File: config.mk
export PLATFORM = sky130hd
export DESIGN_NAME = alu_share_arbiter
export DESIGN_NICKNAME = d
export VERILOG_FILES = /design/src/rtl/alu_share_arbiter.sv
export SDC_FILE = /design/constraint.sdc
export NUM_CORES = 1
export LEC_CHECK = 0
export ABC_AREA = 1
export BUFFER_PORTS_ARGS = -buffer_cell sky130_fd_sc_hd__buf_2
export CORE_AREA = 2 2 132 134
export CTS_BUF_LIST = sky130_fd_sc_hd__clkbuf_4 sky130_fd_sc_hd__clkbuf_8
export DETAILED_ROUTE_END_ITERATION = 10
export DIE_AREA = 0 0 134 136
export GPL_ROUTABILITY_DRIVEN = 0
export PLACE_DENSITY = 0.63
export SLEW_MARGIN = 20
export SYNTH_ARGS = -nofsm -noshare
export SYNTH_HDL_FRONTEND = slang
export SYNTH_SLANG_ARGS = --single-unit
File: constraint.sdc
create_clock -name clk -period 3 [get_ports clk]
set_input_delay 0 -clock clk [delete_from_list [all_inputs] [get_ports clk]]
set_output_delay 0 -clock clk [all_outputs]
set_load 0.03 [all_outputs]
File: src/rtl/alu_share_arbiter.sv
// alu_share_arbiter: round-robin share of one combinational ALU between two requesters, with a registered valid/ready response.
// Optional saturating grant counters are built when ALU_ARB_STATS_EN is defined.
`ifndef ALU_PASS
`define ALU_PASS 4'd15
`endif

module alu_share_arbiter #(
    parameter int XLEN   = 32,
    parameter int STAT_W = 32
) (
    input  logic              clk,
    input  logic              rst,
    input  logic              req0_valid,
    output logic              req0_ready,
    input  logic [3:0]        req0_sel,
    input  logic [XLEN-1:0]   req0_a,
    input  logic [XLEN-1:0]   req0_b,
    input  logic              req1_valid,
    output logic              req1_ready,
    input  logic [3:0]        req1_sel,
    input  logic [XLEN-1:0]   req1_a,
    input  logic [XLEN-1:0]   req1_b,
    output logic [3:0]        alu_sel,
    output logic [XLEN-1:0]   alu_a,
    output logic [XLEN-1:0]   alu_b,
    input  logic [XLEN-1:0]   alu_result,
    input  logic              alu_zero,
    output logic              rsp_valid,
    input  logic              rsp_ready,
    output logic              rsp_id,
    output logic [XLEN-1:0]   rsp_data,
    output logic              rsp_zero,
    input  logic              stat_clr,
    output logic [STAT_W-1:0] grant_cnt0,
    output logic [STAT_W-1:0] grant_cnt1
);

    typedef enum logic [1:0] {IDLE, EXEC, RESP} state_t;

    state_t state;
    logic   last_grant;

    // Grant: a lone valid requester wins; on a tie the one not granted last time wins.
    always_comb begin
        req0_ready = (state == IDLE) && req0_valid && (!req1_valid || last_grant);
        req1_ready = (state == IDLE) && req1_valid && (!req0_valid || !last_grant);
    end

    // Accept, execute for one cycle, then hold the response until consumed.
    // last_grant doubles as the id of the operation in flight.
    always_ff @(posedge clk or posedge rst) begin
        if (rst) begin
            state      <= IDLE;
            last_grant <= 1'b1;
            alu_sel    <= `ALU_PASS;
            alu_a      <= '0;
            alu_b      <= '0;
            rsp_valid  <= 1'b0;
            rsp_id     <= 1'b0;
            rsp_data   <= '0;
            rsp_zero   <= 1'b0;
        end else begin
            case (state)
                IDLE: if (req0_ready || req1_ready) begin
                    alu_sel    <= req1_ready ? req1_sel : req0_sel;
                    alu_a      <= req1_ready ? req1_a : req0_a;
                    alu_b      <= req1_ready ? req1_b : req0_b;
                    last_grant <= req1_ready;
                    state      <= EXEC;
                end
                EXEC: begin
                    rsp_data  <= alu_result;
                    rsp_zero  <= alu_zero;
                    rsp_valid <= 1'b1;
                    rsp_id    <= last_grant;
                    state     <= RESP;
                end
                RESP: if (rsp_ready) begin
                    rsp_valid <= 1'b0;
                    alu_sel   <= `ALU_PASS;
                    state     <= IDLE;
                end
                default: state <= IDLE;
            endcase
        end
    end

`ifdef ALU_ARB_STATS_EN
    // Saturating per-requester grant counters; a clear beats a same-cycle grant.
    always_ff @(posedge clk or posedge rst) begin
        if (rst || stat_clr) begin
            grant_cnt0 <= '0;
            grant_cnt1 <= '0;
        end else begin
            if (req0_ready && !(&grant_cnt0)) grant_cnt0 <= grant_cnt0 + 1'b1;
            if (req1_ready && !(&grant_cnt1)) grant_cnt1 <= grant_cnt1 + 1'b1;
        end
    end
`else
    logic unused_stat_clr;
    assign unused_stat_clr = stat_clr;
    assign grant_cnt0 = '0;
    assign grant_cnt1 = '0;
`endif

endmodule

-- Yosys cells after proc, flatten, opt, wreduce, memory -nomap -nowiden
Index checks and enable logic that the tools add are counted.
- register bits: 106
- output and inout bits: 169
- input bits: 175
- logic and storage cells: 41
- multiplexer cells: 11
- reduce and logical (&&, ||, !) cells: 17
- equality and inequality tests: 4
- operators by type and width (kind ; count):
    $mux 32 ; 2
    $mux 4 ; 3
    $pmux 4 s2 ; 1
    $pmux 2 s3 ; 1
    $reduce_and 2->1 ; 3
    $logic_and 1x1->1 ; 4
    $mux 2 ; 2
    $reduce_bool 2->1 ; 2
    $logic_not 1->1 ; 3
    $logic_or 1x1->1 ; 3
    $reduce_and 3->1 ; 1
    $eq 2x1->1 const B ; 1
    $eq 2x2->1 const B ; 1
    $logic_not 2->1 ; 1
    $ne 2x1->1 const B ; 1
    $ne 2x2->1 const B ; 1
    $pmux 1 s2 ; 1
    $mux 1 ; 1

-- Longest topological paths before layout
Gate-level depths: netlist of the first run.
- depth after elaboration: 6
- gate-level depth with buffers: 8
- gate-level depth less buffers: 7

-- Least setup slack after synthesis of the first run
Ideal clock, no wire load.
- path kind: register to register
- from: register state[1]
- to: register alu_a[0]
- cell stages (with the launch flop): 8
- path slack: 1.626 ns
- data arrival time: 1.252 ns
- path buffers: 3
- data required time: 2.878 ns
- clock period less this slack: 1.374 ns
- library setup time: 0.122 ns
- path through: dfrtp_1 -> nor2_4 -> nand3_2 -> buf_4 -> buf_6 -> buf_2 -> nor2_1 -> o21ai_1
- cells in the longest elaborated chain, start to end: 5
- elaborated cells on any way between the ends: 8
- those cells by class: 1 x mux; 7 x reduce/logical
- ends and longest elaborated chain (what ; RTL line ; text):
    start, declared ; 40 ; state_t state;
    start signal, assigned ; 53 ; state <= IDLE;
    start signal, assigned ; 69 ; state <= EXEC;
    start signal, assigned ; 76 ; state <= RESP;
    $logic_not 2->1 * ; 45, 46, 63 ;
    $logic_and 1x1->1 (on tied branches) (2 in a row) ; 45, 46 ;
    $logic_or 1x1->1 ; 64 ; IDLE: if (req0_ready || req1_ready) begin
    $reduce_and 2->1 (no line) ; - ;
    end signal, assigned ; 66 ; alu_a <= req1_ready ? req1_a : req0_a;
    end, declared ; 24 ; output logic [XLEN-1:0] alu_a,
Every way passes the cells marked *; elsewhere a longest branch is shown, timed or not.
A chain may end at the register's enable or synchronous reset.

-- Worst setup path in the final report of the first run
- from: register state[1]
- to: register alu_b[30]
- cells in the longest elaborated chain, start to end: 5
- elaborated cells on any way between the ends: 8
- those cells by class: 1 x mux; 7 x reduce/logical
- ends and longest elaborated chain (what ; RTL line ; text):
    $logic_not 2->1 * ; 45, 46, 63 ;
    $logic_and 1x1->1 (on tied branches) (2 in a row) ; 45, 46 ;
    $logic_or 1x1->1 ; 64 ;
    $reduce_and 2->1 (no line) ; - ;
    end signal, assigned ; 67 ; alu_b <= req1_ready ? req1_b : req0_b;
    end, declared ; 25 ; output logic [XLEN-1:0] alu_b,
Marks and branches as above.

==> results.md, run 1 <==
* Outcome: complete, no violations
* DRT iter0 DRCs at 298
* Commonest non-fill, non-tap cells in the layout: buf_2 (278), nand2_1 (247), dlygate4sd3_1 (171), dfrtp_1 (101), inv_1 (70)
* Die X at between 100 and 150 um
* Setup Fix Bufs, Post-CTS at 0
* WP buf/inv at 2
* Minimum clock period at between 2 and 3 ns
* Max VDD drop at about 0.53 mV
* Sw power at 4.273 mW
* Clk sink count at 106
* First-pass DRT Iterations at 4
* Synth Register Bits at 106
* Leak at between 5 and 6 nW
* Cell variety after synth at 19
* Core footprint at 16880 sq um
* I/O Pins at roughly 340
* Vias post-DR at 5971
* Slew @ Worst Pin at 0.6692 ns
* Rows at 48
* Vias in the first global route at between 5000 and 6000
* Yosys warns at 0
* Peak Freq at ~400 MHz
* DR DRC count at 0
* Antenna diode count at 0
* H-tree depth at 3
* CP peak stage delay at 0.58 ns
* Initial antenna violation count at 2
* Power after layout at approximately 8.9 mW
* Critical path cell sequence: nor2_4 > nand3_4 > nand2_2 > buf_4 > nand2_1 > o21ai_1 > dlygate4sd3_1
* CP endpoint kind: flop
* # resized after CTS at 0
* Clk Latency, worst-skew pair at 0.37 ns
* CTS Buf Count at 9
* RSZ-0062 raised after global routing: no
* Layout Cells excl Fill at approximately 1400
* Int Pwr at about 4.6 mW
* First-pass GRT wire length at between 20 and 30 mm
* ANT nets after route at 0
* # setup viols final at 0
* Sequential area share after synthesis at 0.4773
* CP max FO at between 40 and 50
* Setup TNS Final at 0 ns
* Power per cell area at roughly 1000 nW/um^2
* Clock network fraction of design power at 0.094
* Slowest cell on crit path: dlygate4sd3_1
* Avg Inst Size Synth at ~7.5 sq um
* Drt total wl at roughly 17 mm
* Largest net degree at the start of global routing at 92
* Endpoints failing hold at 0
* Hpwl dp at 10.76 mm
* Overall Global Routing Usage at 0.1816
* Sequential Area at 2659 sq um
* Syn Inst Count at 743
* Post-route clock period utilization at 0.8343
* Share of cells above drive strength 1 at 0.2685
* WP data required at between 3 and 4 ns
* Top delay family on crit path: buffers and inverters
* Clk buf depth at 2
* Kind of critical path: flop to flop
* Syn Std Cell Area at between 5000 and 6000 sq um
* Vias per Instance at between 4 and 5
* Gate power share at 0.620
* Clock skew at approximately 0.017 ns
* CP arrival at roughly 2.8 ns
* Max-cap violations at 0
* Layout Nets at 1343
* Sw frac at 0.4789
* Worst min path class: primary input to flop
* Fin. max-slew vios at 0
* Drt wl/cell at around 12 um
* Total Die Area at ~18000 sq um
* Most common cell after layout, fill and taps aside: buf_2
* Multi-input logic area at about 2200 sq um
* Die H at approximately 140 um
* Grt total ovfl at 0
* CTS Root Cell: clkbuf_8
* # fillers at between 1500 and 2000
* Relative slew slack at 0.5539
* Reg clk slew, reported paths at ~0.11 ns
* Initial core utilization at 0.3301
* Sequential share of power at 0.286
* Placed insts at around 1200
* CTS tree: built
* Worst Setup Start Kind: flop
* # port buffers at roughly 280
* Syn-to-layout area delta at 57.50%
[what timing repair did]
| item | 4_1_cts | 5_1_grt |
|---|---|---|
| hold endpoints to repair | 149 | 0 |
| hold buffers | 171 | 0 |
| endpoints found under the setup margin | 0 | 0 |
[routing by layer]
layer	GRT usage	vias up	part of all wire	wire length, um
met5	0	-	0.00077	13
met4	0.04846	2	0.014	239
met3	0.05071	17	0.082	1381
met2	0.3276	235	0.50	8499
met1	0.2119	2715	0.40	6791
li1	-	3002	-	-
[final cells by class]
class                   count  share of cell area
repair buffers            457              0.3648
flip-flops and latches    106              0.3031
multi-input cells         522              0.2484
well taps                 225             0.03209
inverters                  72             0.03109
clock buffers              13             0.01754
clock inverters             3            0.002995
[per-stage QoR]
stage / util / instance area [sq um] / worst slack (ns) / hold slack (ns)
after floorplan: - / 5807 / 0.2194 / 0.1098
after global placement: 0.4078 / 6882 / 1.044 / 0.1566
after detailed placement: 0.4078 / 6882 / 1.013 / 0.1682
after CTS: 0.5199 / 8773 / 0.4780 / 0.1329
after global routing: 0.5199 / 8773 / 0.2965 / 0.1368
final: 0.5199 / 8773 / 0.4972 / 0.1609
[flip-flops by register name, indices dropped and copies added, names as in the netlist]
register / cells
rsp_data: 32
rsp_zero: 1
alu_a: 32
last_grant: 1
state: 2
rsp_id: 1
alu_sel: 4
alu_b: 32
rsp_valid: 1
[worst reg2reg max path, stage by stage, from the launching register on]
cell,delay [ns]
dfrtp_1,0.45
nor2_4,0.23
nand3_4,0.31
nand2_2,0.17
buf_4,0.42
nand2_1,0.15
o21ai_1,0.16
dlygate4sd3_1,0.58
[cells by family after synthesis]
| group | after synthesis | share of synthesized area |
|---|---|---|
| compound gates | 68 | 0.06109 |
| buf+inv | 178 | 0.1757 |
| flops | 106 | 0.4773 |
| other cells | 1 | 0.0006732 |
| simple gates | 390 | 0.2853 |
[synth_stat cells]
cell	count	share of area
inv_1	71	0.048
clkbuf_1	11	0.0074
nor2_2	1	0.0011
nor2_4	1	0.0020
nand2_1	248	0.17
nand3_1	69	0.062
conb_1	1	0.00067
inv_2	1	0.00067
nand3_2	3	0.0054
dfrtp_1	101	0.45
buf_2	20	0.018
o21ai_0	9	0.0081
buf_1	1	0.00067
buf_4	72	0.097
nor2_1	64	0.043
o21ai_1	59	0.053
nand4_1	4	0.0045
dfstp_2	5	0.024
buf_6	2	0.0040
[power by group through the flow]
| stage | clock [mW] | combinational [mW] | sequential, mW |
|---|---|---|---|
| 2_1_floorplan | 0 | 1.94 | 3.93 |
| 3_3_place_gp | 0 | 4.48 | 2.54 |
| 3_5_place_dp | 0 | 4.52 | 2.55 |
| 4_1_cts | 0.883 | 5.52 | 2.54 |
| 5_1_grt | 0.940 | 6.03 | 2.63 |
| 6_report | 0.839 | 5.53 | 2.55 |
[path summary, 6_finish.rpt]
kind	slack, ns	from	endpoint	depth (start not counted)
max reg2reg	0.50	state[1]	alu_b[30]	7
max in group asynchronous	1.97	rst	last_grant	4
min in group asynchronous	0.25	rst	alu_a[23]	3
max	0.50	state[1]	alu_b[30]	7
min	0.16	req0_valid	state[0]	4
min reg2reg	0.47	alu_sel[3]	alu_sel[3]	2
Power figures use the tool's default switching activity.
==> inputs of run 2 (changes only) <==
--- a/config.mk
+++ b/config.mk
@@ -12,7 +12,7 @@
 export DETAILED_ROUTE_END_ITERATION = 10
 export DIE_AREA = 0 0 134 136
 export GPL_ROUTABILITY_DRIVEN = 0
-export PLACE_DENSITY = 0.63
+export PLACE_DENSITY = 0.61
 export SLEW_MARGIN = 20
 export SYNTH_ARGS = -nofsm -noshare
 export SYNTH_HDL_FRONTEND = slang
==> constraint.sdc (replaced) <==
create_clock -name clk -period 2.5 [get_ports clk]
set_input_delay 0 -clock clk [delete_from_list [all_inputs] [get_ports clk]]
set_output_delay 0 -clock clk [all_outputs]
set_load 0.03 [all_outputs]
==> results.md, run 2 (synthesis results as in run 1) <==
* Outcome: complete, no violations
* Hpwl dp at approximately 11 mm
* Power after layout at 10.91 mW
* Setup TNS Final at 0 ns
* Vias in the first global route at around 5700
* Drt wl/cell at ~13 um
* Kind of critical path: flop to flop
* CP peak stage delay at roughly 0.57 ns
* Most common cell after layout, fill and taps aside: buf_2
* Post-route clock period utilization at 0.9245
* Minimum clock period at 2.311 ns
* Hold WS at 0.1754 ns
* Leak at approximately 5 nW
* Vias post-DR at approximately 6000
* DR DRC count at 0
* CTS Buf Count at 9
* Clock skew at 0.01144 ns
* H-tree depth at 3
* # port buffers at 278
* First-pass DRT Iterations at 4
* Initial core utilization at 0.3301
* Grt total ovfl at 0
* Top delay family on crit path: buffers and inverters
* # fillers at approximately 1600
* ANT nets after route at 0
* Multi-input logic area at 2180 sq um
* Rows at 48
* Drt total wl at approximately 18 mm
* Reg clk slew, reported paths at around 0.11 ns
* First-pass GRT wire length at 27.87 mm
* Largest regs: alu_a (32), alu_b (32), rsp_data (32)
* Fin util at 0.5214
* Slew @ Worst Pin at ~0.78 ns
* Die X at between 100 and 150 um
* # setup viols final at 0
* Worst min path class: primary input to flop
* Critical path cell sequence: nand2_1 > nand3_4 > buf_12 > nand2_1 > nand2_1 > o21ai_1 > dlygate4sd3_1
* Core footprint at about 17000 sq um
* Syn-to-layout area delta at 57.95%
* Share of cells above drive strength 1 at 0.2679
* Total Die Area at between 15000 and 20000 sq um
* CTS Root Cell: clkbuf_8
* Initial antenna violation count at 0
* Endpoints failing hold at 0
* Max-cap violations at 0
* RSZ-0062 raised after global routing: no
* CP endpoint kind: flop
* Commonest non-fill, non-tap cells in the layout: buf_2 (278), nand2_1 (247), dlygate4sd3_1 (171), dfrtp_1 (101), inv_1 (70)
* Max VDD drop at 0.6869 mV
* WP data required at between 2 and 3 ns
* Overall Global Routing Usage at 0.1901
* Largest net degree at the start of global routing at approximately 130
* Die H at roughly 140 um
* Vias per Instance at between 4 and 5
* Clk buf depth at 2
* WP buf/inv at 2
* Slowest cell on crit path: dlygate4sd3_1
* DRT iter0 DRCs at 213
* Clk sink count at ~110
* Setup Fix Bufs, Post-CTS at 0
* CP arrival at roughly 2.6 ns
* Sequential Area at between 2000 and 3000 sq um
* Worst Setup Start Kind: flop
* Power per cell area at 1239 nW/um^2
* Relative slew slack at 0.4795
* I/O Pins at around 340
* CTS tree: built
* CP max FO at about 130
* Fin. max-slew vios at 0
* Layout Nets at about 1300
* Peak Freq at ~430 MHz
* Critical Path Most Common Cell: nand2_1
* Clk Latency, worst-skew pair at roughly 0.4 ns
## run 2: cell types whose count changed in the layout (fill, tap and decap cells not counted), sizes merged
cell      before  now
inv           73   75
bufinv         0    1
buf          286  285
clkinv         2    0
clkbuf        13    9
diode          0    1
clkinvlp       0    3
## run 2: timing repair
action / CTS / global route
endpoints found under the hold margin: 204 / 0
resized for setup: 0 / 0
hold buffers: 171 / 0
## run 2: routing by layer
metal / wire (um) / GRT usage / vias to the layer above
met2: 8843 / 0.3359 / 228
met1: 7418 / 0.2245 / 2758
met3: 1205 / 0.04698 / 27
met4: 337 / 0.06856 / 0
li1: - / - / 3003
met5: 0 / 0 / -
## run 2: layout make-up
class,count,share of cell area
multi-input combinational,522,0.2477
inverter,72,0.03114
antenna,1,0.0002844
sequential,106,0.3022
timing repair buffer,456,0.3629
clock buffer,9,0.01408
tap,225,0.03200
clock inverter,7,0.009670
## run 2: worst paths after layout
kind	from	cells past startpoint	slack (ns)	endpoint
min in group asynchronous	rst	4	0.32	rsp_data[15]
setup / recovery	last_grant	7	0.19	alu_b[26]
setup reg to reg	last_grant	7	0.19	alu_b[26]
hold / removal	req0_valid	4	0.18	state[0]
max in group asynchronous	rst	4	1.71	alu_b[21]
hold reg to reg	alu_sel[0]	2	0.48	alu_sel[0]
## run 2: power by group
| group | internal, mW | switching [mW] |
|---|---|---|
| Clock | 0.485 | 0.678 |
| Sequential | 2.61 | 0.450 |
| Combinational | 2.55 | 4.14 |
## run 2: stage by stage
step / std cells / instance area [sq um] / worst slack [ns]
after floorplan: 806 / 5811 / 1.126
after global routing: 1397 / 8796 / 0.03833
after CTS: 1397 / 8796 / 0.2131
after global placement: 1210 / 6875 / 0.6595
final: 1398 / 8798 / 0.1886
after detailed placement: 1210 / 6875 / 0.6211
## run 2: worst min-delay path, stage by stage
cell	delay (ns)
buf_2	0.11
nand3_2	0.08
nand2_2	0.05
buf_4	0.23
